**config.mk**
```make
export PLATFORM = sky130hd
export DESIGN_NAME = iter_rotator_right
export DESIGN_NICKNAME = d
export VERILOG_FILES = /design/src/rtl/iter_rotator_right.sv
export SDC_FILE = /design/constraint.sdc
export NUM_CORES = 1
export LEC_CHECK = 0
export BUFFER_PORTS_ARGS = -buffer_cell sky130_fd_sc_hd__buf_4
export CORE_AREA = 4 4 48 50
export CTS_CLUSTER_SIZE = 24
export DETAILED_ROUTE_END_ITERATION = 10
export DIE_AREA = 0 0 52 54
export PLACE_DENSITY = 0.79
export SLEW_MARGIN = 5
export SYNTH_ARGS = -nofsm -noshare
export SYNTH_HDL_FRONTEND = slang
export SYNTH_SLANG_ARGS = --single-unit
```
**constraint.sdc**
```tcl
create_clock -name clk -period 1.2 [get_ports clk]
set_clock_uncertainty 0.05 [all_clocks]
set_input_delay 0.12 -clock clk [delete_from_list [all_inputs] [get_ports clk]]
set_output_delay 0.12 -clock clk [all_outputs]
set_load 0.02 [all_outputs]
```
**src/rtl/iter_rotator_right.sv**
```systemverilog
// Multi-cycle rotator: rotates an accepted word by in_amt positions, one bit per clock, with valid/ready on both sides.
// Optional feature macro DIR_SEL_EN adds in_dir (0 = rotate right, 1 = rotate left), captured at accept.
module iter_rotator_right #(
    parameter int WIDTH = 8,
    parameter int AMT_W = 3
) (
    input  logic             clk,
    input  logic             rst_n,
    input  logic             in_valid,
    output logic             in_ready,
    input  logic [WIDTH-1:0] in_data,
    input  logic [AMT_W-1:0] in_amt,
`ifdef DIR_SEL_EN
    input  logic             in_dir,
`endif
    output logic             out_valid,
    input  logic             out_ready,
    output logic [WIDTH-1:0] out_data,
    output logic             busy
);

    typedef enum logic [1:0] {
        IDLE  = 2'd0,
        SHIFT = 2'd1,
        DONE  = 2'd2
    } state_t;

    state_t           state_q, state_d;
    logic [WIDTH-1:0] data_q, data_d;
    logic [AMT_W-1:0] count_q, count_d;
    logic [WIDTH-1:0] rot_r, rot_l;
`ifdef DIR_SEL_EN
    logic             dir_q, dir_d;
`endif

    // One-step rotations of the working register; the end bit wraps around.
    for (genvar gi = 0; gi < WIDTH; gi++) begin : g_rot
        assign rot_r[gi] = data_q[(gi + 1) % WIDTH];
        assign rot_l[gi] = data_q[(gi + WIDTH - 1) % WIDTH];
    end

    always_ff @(posedge clk or negedge rst_n) begin
        if (!rst_n) begin
            state_q <= IDLE;
            data_q  <= '0;
            count_q <= '0;
`ifdef DIR_SEL_EN
            dir_q   <= 1'b0;
`endif
        end else begin
            state_q <= state_d;
            data_q  <= data_d;
            count_q <= count_d;
`ifdef DIR_SEL_EN
            dir_q   <= dir_d;
`endif
        end
    end

    always_comb begin
        state_d = state_q;
        data_d  = data_q;
        count_d = count_q;
`ifdef DIR_SEL_EN
        dir_d   = dir_q;
`endif
        unique case (state_q)
            IDLE: begin
                if (in_valid) begin
                    data_d  = in_data;
                    count_d = in_amt;
`ifdef DIR_SEL_EN
                    dir_d   = in_dir;
`endif
                    state_d = (in_amt == '0) ? DONE : SHIFT;
                end
            end
            SHIFT: begin
`ifdef DIR_SEL_EN
                data_d  = dir_q ? rot_l : rot_r;
`else
                data_d  = rot_r;
`endif
                count_d = count_q - AMT_W'(1);
                // SHIFT is only entered with count >= 1, so this never underflows.
                if (count_q == AMT_W'(1)) begin
                    state_d = DONE;
                end
            end
            DONE: begin
                if (out_ready) begin
                    state_d = IDLE;
                end
            end
            default: state_d = IDLE;
        endcase
    end

    assign in_ready  = (state_q == IDLE);
    assign out_valid = (state_q == DONE);
    assign busy      = (state_q != IDLE);
    assign out_data  = data_q;

endmodule

```
Word level (Yosys, flattened, before mapping)
Cells that the tools add are included.
{ "totals": {"register_bits": 13, "inputBits": 15, "out_inout_bits": 11, "word_cells": 25} }
{ "op_classes": {"add_sub_neg": 1, "n_eq_ne": 6, "muxes": 9, "reduce_logical": 6} }
{ "op_table": {"columns": ["op", "n"], "rows": [
  ["one-hot mux 8 bit (2 select lines)", 1],
  ["2-to-1 mux 2 bit", 4],
  ["2-to-1 mux 8 bit", 1],
  ["one-hot mux 2 bit (3 select lines)", 1],
  ["one-hot mux 3 bit (2 select lines)", 1],
  ["inequality test 2 bit (second input constant)", 2],
  ["nonzero test 2 bit", 2],
  ["equality test 3 x 1 -> 1 bit (second input constant)", 1],
  ["zero test 3 bit", 1],
  ["2-to-1 mux 3 bit", 1],
  ["AND reduction 3 bit", 1],
  ["subtractor 3 x 1 -> 3 bit (second input constant)", 1],
  ["equality test 2 x 1 -> 1 bit (second input constant)", 1],
  ["equality test 2 bit (second input constant)", 1],
  ["zero test 2 bit", 1],
  ["inequality test 2 x 1 -> 1 bit (second input constant)", 1],
  ["AND reduction 2 bit", 1]
]} }

Longest topological paths before layout
{ "depth": {"ltp_word": 4, "depth_mapped": 5, "ltp_nobuf": 5} }

Worst setup path after synthesis
Ideal clock, no wire load.
{ "synth_timing": {"kind": "register -> register", "start": "register count_q[0]", "end": "register count_q[2]", "setup_ps": 132, "arrival_ps": 1031, "required_ps": 1018, "path_slack_ps": -13, "path_stages_with_launch": 6, "n_path_buf": 0, "period_less_slack_ps": 1213, "path_cell_list": "dfrtp_1 -> inv_1 -> ha_1 -> and3b_1 -> a221oi_1 -> o21ai_1"} }
{ "synth_between": {"elab_chain_cells": 2} }
{ "synth_rtl": {"columns": ["element", "line", "text"], "rows": [
  ["start, declared", "30", "logic [AMT_W-1:0] count_q, count_d;"],
  ["start signal, assigned", "53", "count_q <= count_d;"],
  ["subtractor 3 x 1 -> 3 bit", "84", "count_d = count_q - AMT_W'(1);"],
  ["one-hot mux 3 bit (2 select lines)", "67", "unique case (state_q)"]
]} }
Every way passes these cells.
A chain may end at the register's enable or synchronous reset.

Worst setup path in the final report
{ "layout_timing": {"start": "register state_q[0]", "end": "output port in_ready"} }
{ "layout_between": {"elab_chain_cells": 1} }
{ "layout_rtl": {"columns": ["element", "line", "text"], "rows": [
  ["start, declared", "28", "state_t state_q, state_d;"],
  ["start signal, assigned", "51", "state_q <= state_d;"],
  ["zero test 2 bit", "99", "assign in_ready = (state_q == IDLE);"],
  ["end, declared", "10", "output logic in_ready,"]
]} }
Every way passes these cells.

==> flow_summary.yaml <==
run_status:
  status: "complete, but fails checks"
  violations: "setup timing"
die:
  starting_density: 0.403
  core_region_area_sq_um: 1900
  die_area_sq_um: 2810
  rows: 16
  floorplan.io_pins: 26
  fp.dieW_um: 52
  die_height_um: 54
sta:
  drv_slew: 0
  setup_ws_ns: -0.0985
  post-route-min-period_ns: 1.30
  slew-limit-headroom: 0.832
  final_cycle_utilization_of_the_critical_path: 1.08
  hold_violations: 0
  finalSetupViolCount: 6
  slew_of_the_pin_with_the_lowest_slew_margin_ns: 0.249
  setup_total_negative_slack_ns: -0.317
  grt_setup_unrepaired: "true"
  post_route_worst_hold_slack_ns: 0.0505
  maxClockFrequency_ghz: 0.770
synthesis:
  syn-instance-count: 81
  yosys-top-cells-area: "dfrtp_1, nor2b_1, a22oi_1, o21ai_1, a21oi_1"
  synthesis.area_per_instance_sq_um: 9.45
  synthMostInstantiatedCell: "dfrtp_1"
  synth_common_cells: "dfrtp_1, nor2b_1, o21ai_1"
  synth_largest_type_area_fraction: 0.425
  ys_dominant_reg_cell: "dfrtp_1"
  synth_seq_cells: 13
  yosysUniqueCellTypes: 22
  mappedNetlistArea_sq_um: 766
  synth_async_sr_flop_share: 1.00
  fraction_of_the_yosys_area_taken_by_sequential_cells: 0.425
  synth-edff-count: 0
  ys_warn_count: 0
  mappedNetlistNets: 98
  yosys.area.top_type: "dfrtp_1"
cells_and_area:
  final_layout_size_suffix_gt1_frac: 0.496
  areaGrowthSynthToFinish_pct: 54.7
  multi_input_comb_area_sq_um: 453
  insertedDiodeCount: 0
  register_area_sq_um: 328
  num-nets-final: 139
  fillers: 173
worst_setup_path:
  worst-endpoint-required_ns: 1.03
  worst-r2r-setup-slack_ns: -0.04
  critPathKind: "flop to output port"
  setup.worst_path.start_class: "flop"
  critical_path_peak_fanout: 3
  worstReg2RegEnd: "count_q[2]$_DFFE_PN0P_"
  rr_startpoint: "state_q[1]$_DFFE_PN0P_"
  worstPathArrival_ns: 1.13
  worst_r2r_path_depth: 4
  crit_path_end_kind: "output port"
job:
  cap_viol_max_count: 0
grt:
  first_global_vias: 748
  grt_overflow: 0
  grt_max_degree: 14
  grt_first_pass_wirelength_mm: 3.39
  grt_usage: 0.164
  antenna_found_initial: 0
clocking:
  cts_htree_levels: 1
  cts-root-to-sink-buffers: 2
  clock_latency_ns: 0.28
  cts_root_buf: "clkbuf_4"
  path_clk_slew_ns: 0.09
  tritoncts_num_sinks: 13
  clock_buffers_created_by_tritoncts: 3
  tritoncts: "done"
detailed_routing:
  finalWirelength_mm: 2.16
  post_dr_wirelength_cell_um: 14.6
  drt-pass1-iter-count: 4
  routed_via_density: 5.25
  drt-initial-drc-count: 8
  detailroute.via_count: 777
  drc: 0
  final_antenna_net_count: 0
hold_path:
  worstHoldPathType: "input port to flop"
  holdCritStartpoint: "in_data[5]"
  min_to: "out_data[5]$_DFFE_PN0P_"
  holdPathStages: 3
pwr:
  total_leakage_power_uw: 0.000547
  power_per_cell_area_nw_per_um2: 2830
  vdd_ir_drop_max_uv: 1410
place:
  replace_congestion: 0.729
  dp_hpwl_mm: 1.38
  io_buffer_count: 25
==> sequential cells by signal, summed over array words and instances, names as in the netlist <==
register,flops
count_q,3
state_q,2
out_data,8
==> logic make-up after synthesis <==
group                    synth area share
AO/OA/AOI/OAI                       0.284
flip-flops                          0.425
adder cells (fa/ha/maj)            0.0327
buffers and inverters              0.0703
AND/OR/NAND/NOR                     0.175
multiplexers                       0.0131
==> worst max-delay path by stage <==
stage	start	end	slack (ns)	depth (start not counted)
after floorplan	state_q[1]$_DFFE_PN0P_	out_valid	0.0005	2
after global placement	count_q[0]$_DFFE_PN0P_	count_q[2]$_DFFE_PN0P_	0.003	5
after detailed placement	count_q[0]$_DFFE_PN0P_	count_q[2]$_DFFE_PN0P_	-0.06	5
after CTS	state_q[0]$_DFFE_PN0P_	out_valid	-0.1	3
after global routing	state_q[0]$_DFFE_PN0P_	in_ready	-0.14	3
final	state_q[0]$_DFFE_PN0P_	in_ready	-0.1	3
==> critical path, cell delays in order, from the launching register on <==
cell and delay (ns):
dfrtp_2 0.43, or2_4 0.26, inv_2 0.05, buf_6 0.10
==> layout by cell type, fill, tap and decap left out <==
cell	Yosys	layout
buf_4	0	33
o21ai_1	12	13
dfrtp_1	13	11
nor2b_1	12	10
a21oi_1	10	9
a22oi_1	9	7
buf_6	2	6
nor2b_4	1	4
inv_2	0	3
clkbuf_4	0	3
a22oi_2	0	2
a2bb2oi_1	2	2
inv_1	5	2
a21oi_2	1	2
dfrtp_2	0	2
or2_4	0	1
nor3_1	1	1
nand3b_1	1	1
nor2b_2	1	1
and3b_1	1	1
a221oi_2	0	1
mux2i_1	1	1
or3b_4	0	1
ha_4	0	1
ha_1	2	1
clkbuf_1	2	1
dlygate4sd3_1	0	1
==> repair_timing <==
item	CTS	global route
resized for setup	12	12
cloned	1	0
endpoints found under the hold margin	13	0
pin swaps	1	0
setup endpoints to repair	4	16
hold buffers	1	0
buffers inserted	4	1
==> report_power, final <==
| part | switching [uW] | internal, uW |
|---|---|---|
| Clock | 148 | 129 |
| Sequential | 234 | 663 |
| Combinational | 1050 | 1130 |
==> final cells by class <==
cell class              instances  share of cell area
well taps                      27              0.0285
repair buffers                 40               0.275
flip-flops and latches         13               0.277
inverters                       5              0.0158
clock buffers                   4              0.0222
multi-input cells              59               0.382
==> layer usage <==
| metal | share of wire | GRT usage | vias up |
|---|---|---|---|
| li1 | - | - | 374 |
| met1 | 0.45 | 0.208 | 376 |
| met2 | 0.50 | 0.285 | 25 |
| met3 | 0.038 | 0.0166 | 2 |
| met4 | 0.011 | 0.0655 | 0 |
| met5 | 0 | 0 | - |
==> through the flow <==
| stage | cell area (sq um) | worst slack (ns) | total power (uW) | instances | utilization |
|---|---|---|---|---|---|
| after floorplan | 766 | 0.000522 | 1950 | 81 | - |
| after CTS | 1130 | -0.0965 | 3160 | 147 | 0.595 |
| after global routing | 1180 | -0.142 | 3590 | 148 | 0.623 |
| after detailed placement | 1020 | -0.0623 | 2600 | 137 | 0.536 |
| after global placement | 1020 | 0.00306 | 2540 | 137 | 0.536 |
| final | 1180 | -0.0985 | 3350 | 148 | 0.623 |
Power figures use the tool's default switching activity.
